==> src/rtl/or_force_pkg.sv <==
// Shared types and helpers for the OR combiner with timed force/release.
package or_force_pkg;

  typedef enum logic [1:0] {
    IDLE  = 2'd0,
    TIMED = 2'd1,
    HOLD  = 2'd2
  } state_e;

  // Low bit index of source s inside a packed NUM_SRC*w source bus.
  function automatic int unsigned src_slice(input int unsigned s, input int unsigned w);
    return s * w;
  endfunction

endpackage

==> src/rtl/force_timer.sv <==
// Load/decrement duration counter; last_o flags the final forced cycle (cnt==1).
module force_timer
  import or_force_pkg::*;
#(
  parameter int unsigned CNT_W = 8
) (
  input  logic             clk,
  input  logic             rst_n,
  input  logic             load_i,
  input  logic [CNT_W-1:0] load_val_i,
  input  logic             dec_i,
  output logic             last_o
);

  logic [CNT_W-1:0] cnt_q;
  logic [CNT_W-1:0] cnt_d;

  // Counting stops at 1 so the value never wraps through zero.
  always_comb begin
    cnt_d = cnt_q;
    if (load_i) begin
      cnt_d = load_val_i;
    end else if (dec_i && (cnt_q > CNT_W'(1))) begin
      cnt_d = cnt_q - CNT_W'(1);
    end
  end

  always_ff @(posedge clk or negedge rst_n) begin
    if (!rst_n) begin
      cnt_q <= '0;
    end else begin
      cnt_q <= cnt_d;
    end
  end

  assign last_o = (cnt_q == CNT_W'(1));

endmodule

==> src/rtl/or_combine_force.sv <==
// Wired-OR combiner of NUM_SRC sources onto one net, with a per-bit force that
// either lasts a programmed number of cycles or holds until released.
module or_combine_force
  import or_force_pkg::*;
#(
  parameter int unsigned NUM_SRC = 2,
  parameter int unsigned WIDTH   = 8,
  parameter int unsigned CNT_W   = 8
) (
  input  logic                     clk,
  input  logic                     rst_n,
  input  logic [NUM_SRC*WIDTH-1:0] src_i,
  input  logic [NUM_SRC-1:0]       src_en_i,
  input  logic                     force_req_i,
  output logic                     force_rdy_o,
  input  logic [WIDTH-1:0]         force_bits_i,
  input  logic [WIDTH-1:0]         force_val_i,
  input  logic [CNT_W-1:0]         force_cycles_i,
  input  logic                     release_i,
  output logic                     force_busy_o,
  output logic [WIDTH-1:0]         comb_o,
  output logic [WIDTH-1:0]         forced_o,
  output logic                     chg_o
);

  state_e           state_q, state_d;
  logic [WIDTH-1:0] bits_q, bits_d;
  logic [WIDTH-1:0] val_q, val_d;
  logic [WIDTH-1:0] comb_q, comb_d;
  logic [WIDTH-1:0] forced_q, forced_d;
  logic             chg_q, chg_d;

  logic [WIDTH-1:0] masked [NUM_SRC];
  logic [WIDTH-1:0] raw;
  logic [WIDTH-1:0] act_mask;
  logic             accept;
  logic             timer_last;

  for (genvar g = 0; g < NUM_SRC; g++) begin : g_src
    assign masked[g] = src_en_i[g] ? src_i[src_slice(g, WIDTH) +: WIDTH] : '0;
  end

  always_comb begin
    raw = '0;
    for (int unsigned s = 0; s < NUM_SRC; s++) begin
      raw = raw | masked[s];
    end
  end

  assign accept = force_req_i && (state_q == IDLE);

  force_timer #(
    .CNT_W(CNT_W)
  ) u_timer (
    .clk       (clk),
    .rst_n     (rst_n),
    .load_i    (accept && (force_cycles_i != '0)),
    .load_val_i(force_cycles_i),
    .dec_i     (state_q == TIMED),
    .last_o    (timer_last)
  );

  always_ff @(posedge clk or negedge rst_n) begin
    if (!rst_n) begin
      state_q <= IDLE;
    end else begin
      state_q <= state_d;
    end
  end

  // Release takes priority over expiry; both simply return to IDLE.
  always_comb begin
    state_d = state_q;
    unique case (state_q)
      IDLE:    if (force_req_i) state_d = (force_cycles_i == '0) ? HOLD : TIMED;
      TIMED:   if (release_i || timer_last) state_d = IDLE;
      HOLD:    if (release_i) state_d = IDLE;
      default: state_d = IDLE;
    endcase
  end

  always_comb begin
    force_rdy_o  = (state_q == IDLE);
    force_busy_o = (state_q != IDLE);
  end

  assign act_mask = (state_q != IDLE) ? bits_q : '0;

  always_comb begin
    bits_d   = accept ? force_bits_i : bits_q;
    val_d    = accept ? force_val_i : val_q;
    comb_d   = (raw & ~act_mask) | (val_q & act_mask);
    forced_d = act_mask;
    chg_d    = (comb_d != comb_q);
  end

  always_ff @(posedge clk or negedge rst_n) begin
    if (!rst_n) begin
      bits_q   <= '0;
      val_q    <= '0;
      comb_q   <= '0;
      forced_q <= '0;
      chg_q    <= 1'b0;
    end else begin
      bits_q   <= bits_d;
      val_q    <= val_d;
      comb_q   <= comb_d;
      forced_q <= forced_d;
      chg_q    <= chg_d;
    end
  end

  assign comb_o   = comb_q;
  assign forced_o = forced_q;
  assign chg_o    = chg_q;

endmodule

==> config.mk <==
export PLATFORM = sky130hd
export DESIGN_NAME = or_combine_force
export DESIGN_NICKNAME = d
export VERILOG_FILES = /design/src/rtl/or_force_pkg.sv /design/src/rtl/force_timer.sv /design/src/rtl/or_combine_force.sv
export SDC_FILE = /design/constraint.sdc
export NUM_CORES = 1
export LEC_CHECK = 0
export ABC_AREA = 1
export CAP_MARGIN = 10
export CORE_ASPECT_RATIO = 0.75
export CORE_MARGIN = 1.5
export CORE_UTILIZATION = 50
export DETAILED_ROUTE_END_ITERATION = 6
export PLACE_DENSITY_LB_ADDON = 0.1
export RECOVER_POWER = 25
export SYNTH_ARGS = -nofsm -noshare
export SYNTH_HDL_FRONTEND = slang
export SYNTH_SLANG_ARGS = --single-unit
==> constraint.sdc <==
create_clock -name clk -period 4.75 [get_ports clk]
set_clock_uncertainty 0.2 [all_clocks]
set_input_delay 0.7125 -clock clk [delete_from_list [all_inputs] [get_ports clk]]
set_output_delay 0.7125 -clock clk [all_outputs]
set_load 0.01 [all_outputs]
==> run summary, run 1 <==
Each instance of the synthesized netlist takes up on average 7.31 um^2. The post-route total power was 1.26 mW. The number of levels the H-tree was split into is 2, and the number of buffer cells added on primary ports is 64.

For the pin with the worst max-slew slack, the measured transition is 2.26 ns. Across every metal layer, demand over resource in global routing totals 23.4%. Endpoint kind of the worst setup timing path: a primary output. For the count of hold-fix buffers inserted at cts, the log shows 0.

The number of register bits inferred by synthesis is 43. Setup repair after global routing left no endpoint under its margin. TritonCTS built the clock tree.

The launching instance or port of the critical path was state_q[1]. Synthesized net count: 355. In this run the worst setup path terminates at force_rdy_o. The tools report the worst setup slack after layout as 2.01 ns.

The wire length of the first global-routing pass was 8.54 mm; the clock input transition at the sequential cells of the worst setup and hold paths was 0.08 ns. Once the clock tree was built, the resizer swapped 0 gates to a different size. Setup violations remaining at the end of the flow were counted as 0. The layout overhead on the synthesized area is 32.9%. The placeable core region was 4180 um^2; the highest clock rate was 364 MHz. For the worst setup path, the data required time is 3.84 ns. The flow ran to the end, but the final reports show violations. The die width came out at 80.4 um. In this run the power density over the cells is 421 nW/um^2. The pre-antenna-repair detailed-routing pass consisted of 5 iterations.

The post-synthesis xor/xnor area fraction was 0%; the reported max-cap violation count was 1. Data on the critical path arrives at its endpoint at 1.83 ns. Timing analysis after detailed placement gives a worst setup slack of 2.22 ns.

The netlist uses 25 different library cells. In this run the static leakage power is 1.55 nW. The aggregate negative setup slack is 0 ns. Category of the critical setup timing path: flop to primary output. For this block, the via count after detailed routing is 2,134. CTS saw 43 sinks. The count of buffers added by post-CTS timing repair for setup came out at 0.

The tools report the worst flop-to-flop path endpoint as u_timer.cnt_q[7]. The final cycle utilization of the critical path was 57.8%. The final antenna diode count was 0. After global routing the overflow that remains totals 0. Synthesis produced 307 cells.

The cell area after synthesis was 2240 um^2; the number of primary I/O pins was 65. Worst-case headroom to the max-slew limit: -50.4%. Measured in cells, the most critical reg-to-reg path has a length of 9. After detailed routing, the number of vias per cell comes to 5.00. After Yosys synthesis, and, or, nand and nor cells account for 39.1% of the synthesized area. The clock reaches the later pin of the worst-skew pair after 0.30 ns. The congestion estimate from routability-driven global placement came to 0.875. The post-detailed-placement half-perimeter wirelength was 3.89 mm. Initial antenna violation count: 0. The first routing iteration left 108 violations.

In this run the remaining antenna-violating nets after routing total 0. The worst setup path is launched from a flop. The via count of the first global-routing pass was 1,912; the wire length reported by the detailed router was 5.26 mm. The run gives 44 as the count of final max-slew check failures. For the yosys synthesis warning count, the log shows 0. The final number of hold-violating endpoints is 0, and the maximum number of pins on one net before global-route repair is 44. The tightest min-delay check is of the flop to flop type. The longest clock path from root to sink contains 2 buffers.

The fraction of layout cells with a size suffix above 1 works out to 4.84%. The sequential element share of the synthesized area is 47.9%, and the total CTS buffers is 5. The number of core rows came out at 20. The chip height works out to 61.0 um.

The tree is rooted in a sky130_fd_sc_hd__clkbuf_8. The worst setup slack for register-to-register paths came out at 2.56 ns. The clock period minus worst slack was 2.74 ns. The adder and majority cell fraction of the synthesized area was 1.11%; the end-of-flow core utilization was 71.4%.

At the end of the flow, the number of nets in the layout was 419. The complex-gate fraction of the synthesized area is 3.96%, and the effective utilization at floorplan is 53.7%. By area, the combinational part of the netlist is dominated by simple AND/OR/NAND/NOR gates.

For this run, design rule violations remaining after detail routing come to 0. The tools report the maximum VDD drop as 221 uV. The area enclosed by the die boundary came out at 4900 um^2. Dividing the detail-routed wire length by the instance count gives 12.3 um. The largest fanout of any net on the critical path was 8.

The checks that failed: max-capacitance violations, max-slew violations. Measured against the total synthesized area, the mux share comes to 0%. The startpoint identified for the worst register-to-register timing path is state_q[0].
[registers in the layout, indices dropped and copies added (netlist names)]
signal	flops
chg_o	1
bits_q	8
u_timer.cnt_q	8
state_q	2
comb_o	8
forced_o	8
val_q	8
[cell usage in the layout, fill, tap and decap left out, drive strengths merged]
master,count
clkinv,1
ha,2
nand2,140
nor2,18
clkdlybuf4s50,63
nor3,1
inv,34
dfrtp,43
nand3b,7
clkbuf,8
o21ai,16
buf,2
nand4,1
or2,4
o32ai,1
nand3,31
[worst min-delay path by stage]
stage                     end  slack, ns     start  depth (start not counted)
global placement     val_q[7]       0.25  val_q[7]                          2
detailed placement   val_q[7]       0.26  val_q[7]                          2
global route         val_q[7]       0.31  val_q[7]                          2
floorplan           bits_q[0]       0.22     rst_n                          0
finish               val_q[4]       0.28  val_q[4]                          2
CTS                  val_q[7]       0.28  val_q[7]                          2
[stage by stage]
stage | cell area [um^2] | hold slack [ns] | instances
after global routing | 2980 | 0.308 | 427
after floorplan | 2240 | 0.217 | 307
final | 2980 | 0.277 | 427
after CTS | 3000 | 0.278 | 427
after detailed placement | 2910 | 0.258 | 419
after global placement | 2910 | 0.255 | 419
[final cells by class]
class / count / area (um^2)
clock buffer: 7 / 76.3
fill: 356 / 1190
sequential: 43 / 1080
timing repair buffer: 66 / 649
clock inverter: 1 / 5.00
inverter: 34 / 128
multi-input combinational: 221 / 981
tap: 55 / 68.8
[worst max-delay path, stage by stage, from the launching register on]
cell and delay [ns]:
sky130_fd_sc_hd__dfrtp_1 0.41, sky130_fd_sc_hd__nor2_1 0.47, sky130_fd_sc_hd__clkdlybuf4s50_1 0.65
[power breakdown]
group	switching, mW	internal (mW)	total (mW)
Combinational	0.285	0.221	0.506
Sequential	0.0631	0.465	0.528
Clock	0.121	0.103	0.224
Total	0.469	0.789	1.26
[cell usage after synthesis]
master | n | share of area [%]
sky130_fd_sc_hd__o21ai_1 | 4 | 0.89
sky130_fd_sc_hd__nand2_2 | 1 | 0.28
sky130_fd_sc_hd__or2_2 | 3 | 0.84
sky130_fd_sc_hd__nand4_1 | 1 | 0.28
sky130_fd_sc_hd__nor2_2 | 2 | 0.56
sky130_fd_sc_hd__o32ai_1 | 1 | 0.39
sky130_fd_sc_hd__ha_1 | 2 | 1.1
sky130_fd_sc_hd__buf_6 | 1 | 0.50
sky130_fd_sc_hd__nand3_2 | 1 | 0.45
sky130_fd_sc_hd__clkbuf_2 | 1 | 0.22
sky130_fd_sc_hd__o21ai_0 | 12 | 2.7
sky130_fd_sc_hd__nand2_1 | 137 | 23
sky130_fd_sc_hd__nand2_4 | 2 | 1.0
sky130_fd_sc_hd__inv_2 | 3 | 0.50
sky130_fd_sc_hd__buf_4 | 1 | 0.33
sky130_fd_sc_hd__or2_0 | 1 | 0.28
sky130_fd_sc_hd__dfrtp_1 | 43 | 48
sky130_fd_sc_hd__nand3b_1 | 7 | 2.3
sky130_fd_sc_hd__buf_2 | 3 | 0.67
sky130_fd_sc_hd__nand3_1 | 29 | 6.5
sky130_fd_sc_hd__nor3_1 | 1 | 0.22
sky130_fd_sc_hd__inv_1 | 31 | 5.2
sky130_fd_sc_hd__clkbuf_1 | 3 | 0.50
sky130_fd_sc_hd__nand3_4 | 1 | 0.78
sky130_fd_sc_hd__nor2_1 | 16 | 2.7
[routing by layer]
layer  up-vias  track usage (%)  share of wire (%)
met1       984             33.0                 49
met3         6             7.11                6.8
met2        68             37.1                 44
met5         -                0                  0
met4         0             3.69               0.87
li1       1076                -                  -
[cells by family (layout without fill, tap and decap cells)]
kind of cell | count (synthesis) | in the layout
compound gates | 17 | 17
fa+ha+maj | 2 | 2
simple gates | 202 | 202
buf+inv | 43 | 108
flops | 43 | 43
(Power assumes the default switching activity.)
==> run 2, diff against run 1 <==
--- a/config.mk
+++ b/config.mk
@@ -9,7 +9,7 @@
 export CAP_MARGIN = 10
 export CORE_ASPECT_RATIO = 0.75
 export CORE_MARGIN = 1.5
-export CORE_UTILIZATION = 50
+export CORE_UTILIZATION = 47
 export DETAILED_ROUTE_END_ITERATION = 6
 export PLACE_DENSITY_LB_ADDON = 0.1
 export RECOVER_POWER = 25
==> constraint.sdc (replaced) <==
create_clock -name clk -period 2.82 [get_ports clk]
set_clock_uncertainty 0.2 [all_clocks]
set_input_delay 0.423 -clock clk [delete_from_list [all_inputs] [get_ports clk]]
set_output_delay 0.423 -clock clk [all_outputs]
set_load 0.01 [all_outputs]
==> run 2 against run 1 <==
Effect of this change: register-to-register slack got worse by 1.7 ns; highest routed layer unchanged; sequential power grew 70%; critical path type unchanged; hold slack got worse by 0.0021 ns; the flow now finishes without violations.
==> run summary, run 2 (synthesis results as in run 1) <==
For the maximum number of pins on one net before global-route repair, the log shows 22 (was 44). The net total in the final layout was 424 (was 419); the total overflow reported by the global router was 0 (unchanged). The worst-case headroom to the max-slew limit was 24.0% (was -50.4%). The placeable core region is 4520 um^2 (was 4180 um^2), and the met3 wire length is 416 um (was 356 um). Highest metal layer with signal wires: met4 (unchanged).

Highest-count cells in the layout ignoring fill and taps: 138 x sky130_fd_sc_hd__nand2_1, 63 x sky130_fd_sc_hd__clkdlybuf4s50_1, 43 x sky130_fd_sc_hd__dfrtp_1, 32 x sky130_fd_sc_hd__inv_1, 29 x sky130_fd_sc_hd__nand3_1 (unchanged). The final weighted congestion in routability-driven placement was 0.849 (was 0.875). The launch instance of the worst register-to-register path is state_q[1] (was state_q[0]). The run gives 0 (unchanged) as the final count of negative-setup-slack endpoints. The initial antenna violation count came out at 0 (unchanged). The total power density per cell area was 709 nW/um^2 (was 421 nW/um^2); the largest buffer count on any clock path was 2 (unchanged).

Routed via count divided by cell count: 4.89 (was 5.00). For the detailed-routing iteration count for the pre-antenna-repair pass, the log shows 5 (unchanged). The highest clock rate was 420 MHz; the transition time of the tightest slew-check pin was 1.14 ns (was 2.26 ns). The die width was 82.8 um (was 80.4 um). The run gives 21 (was 20) as the number of core rows. The clock root buffer is sky130_fd_sc_hd__clkbuf_8 (unchanged). Clock input transition at the sequential cells of the worst setup and hold paths: 0.08 ns (about the same). The routed length on met1 came out at 2.75 mm (was 2.57 mm). The most common library cell in the layout ignoring fill and taps is sky130_fd_sc_hd__nand2_1 (unchanged).

The effective utilization at floorplan came out at 49.7% (was 53.7%). The path type of the worst min-delay path is flop to flop (unchanged). For the area enclosed by the die boundary, the log shows 5200 um^2 (was 4900 um^2). The number of buffer cells added on primary ports is 64 (unchanged).

The maximum VDD drop came out at 388 uV (was 221 uV). The category of the critical setup timing path is flop to primary output (unchanged). The count of buffers added by post-CTS timing repair for setup was 0 (unchanged); the wire length of the first global-routing pass was 9.51 mm (was 8.54 mm). TritonCTS built the clock tree.

The run gives 2.20 ns (was 3.84 ns) as the required time reported for the critical path endpoint. The routed length per instance works out to 12.8 um (was 12.3 um). The clock sink count is 43 (unchanged), and the worst slack after detailed placement is 0.751 ns (was 2.22 ns). For the post-cts gate resize count, the log shows 0 (unchanged).

The number of primary I/O pins is 65 (unchanged). The layout overhead on the synthesized area was 34.8% (was 32.9%). The aggregate negative setup slack is 0 ns (unchanged), and the final cycle utilization of the critical path is 84.5%. Worst flop-to-flop path endpoint: bits_q[3] (was u_timer.cnt_q[7]). The leakage power of the design was 1.56 nW (was 1.55 nW); the via count of the first global-routing pass was 2,016 (was 1,912).

The fraction of layout cells with a size suffix above 1 is 5.84% (was 4.84%), and the cell depth of the worst min-delay path is 2 (unchanged). The tools report the endpoint of the worst hold path as val_q[2] (was val_q[4]). Launching element type of the critical path: a flop (unchanged). The worst reg2reg path depth is 7 (was 9), and the total CTS buffers is 5 (unchanged). Setup repair after global routing left no endpoint under its margin.

The logs give 0 (unchanged) for the final antenna diode count and 0 (unchanged) for the count of nets left with antenna violations after detail routing. The count of fill cells added during filler insertion was 422 (was 356); the number of design-rule violations left by the first detailed-router iteration was 140 (was 108). The total vias in the final route is 2,123 (was 2,134). The final number of hold-violating endpoints was 0 (unchanged); the clock period minus worst slack was 2.38 ns. The count of final max-slew check failures was 0 (was 44); the clock latency on the worst-skew pair was 0.29 ns (was 0.30 ns). The endpoint kind of the worst setup timing path was a primary output (unchanged). The data arrival time of the critical path was 1.76 ns (was 1.83 ns); the number of levels the H-tree was split into was 2 (unchanged).

The combined global-route utilization of all metal layers is 23.0% (was 23.4%), and the worst setup slack for register-to-register paths is 0.88 ns (was 2.56 ns). Chip height: 62.9 um (was 61.0 um). Reported max-cap violation count: 0 (was 1). The flow ran to the end, and the final reports show no timing, DRC or antenna violations. The run gives 4.22 mm (was 3.89 mm) as the post-detailed-placement half-perimeter wirelength. The startpoint of the worst hold path is val_q[2] (was val_q[4]). The worst setup slack after layout was 0.436 ns (was 2.01 ns); the largest fanout of any net on the critical path was 13 (was 8).

The tools report the detailed route wirelength on metal2 as 2.31 mm (was 2.29 mm). The run gives 5.54 mm (was 5.26 mm) as the wire length reported by the detailed router. The run gives 0 (unchanged) as the remaining routing DRC violations.
run 2: area by class of cell:
type | instances | area (um^2) | area share (%)
well taps | 57 | 71.3 | 2.36
multi-input cells | 221 | 983 | 32.5
repair buffers | 71 | 686 | 22.7
inverters | 34 | 128 | 4.22
clock inverters | 1 | 5.00 | 0.165
clock buffers | 7 | 76.3 | 2.52
flip-flops and latches | 43 | 1080 | 35.6
run 2: how the worst max path moves through the flow:
stage / to / startpoint / cells after the start / slack (ns)
final: force_busy_o / state_q[1] / 3 / 0.44
after global routing: force_busy_o / state_q[1] / 3 / 0.32
after CTS: force_rdy_o / state_q[1] / 3 / 0.66
after detailed placement: chg_o / src_en_i[1] / 10 / 0.75
after global placement: chg_o / src_en_i[1] / 10 / 0.76
after floorplan: u_timer.cnt_q[2] / u_timer.cnt_q[0] / 9 / 1.30
run 2: timing repair:
item                                    4_1_cts  5_1_grt
endpoints found under the hold margin        19        0
endpoints found under the setup margin        0        0
hold buffers                                  1        0
run 2: stage by stage:
stage / std cells / total power [mW] / hold WS (ns) / util (%) / instance area, um^2
after floorplan: 307 / 1.44 / -0.0726 / - / 2240
after global placement: 425 / 1.76 / 0.204 / 65.2 / 2950
after detailed placement: 425 / 1.78 / 0.202 / 65.2 / 2950
after CTS: 434 / 2.16 / 0.278 / 67.2 / 3040
after global routing: 434 / 2.32 / 0.314 / 66.9 / 3030
final: 434 / 2.15 / 0.274 / 66.9 / 3030
run 2: power by group:
part / internal, mW / switching, mW
clock network: 0.174 / 0.203
logic: 0.381 / 0.492
registers: 0.783 / 0.112
run 2: worst max-delay path: stages (launching register included):
cell,delay (ns)
sky130_fd_sc_hd__dfrtp_1,0.39
sky130_fd_sc_hd__inv_1,0.06
sky130_fd_sc_hd__nand2_1,0.38
sky130_fd_sc_hd__clkdlybuf4s50_1,0.63
run 2: layer usage:
layer | global-route usage, % | up-vias
li1 | - | 1085
met4 | 6.46 | 0
met1 | 33.5 | 943
met2 | 34.3 | 88
met5 | 0 | -
met3 | 5.28 | 7
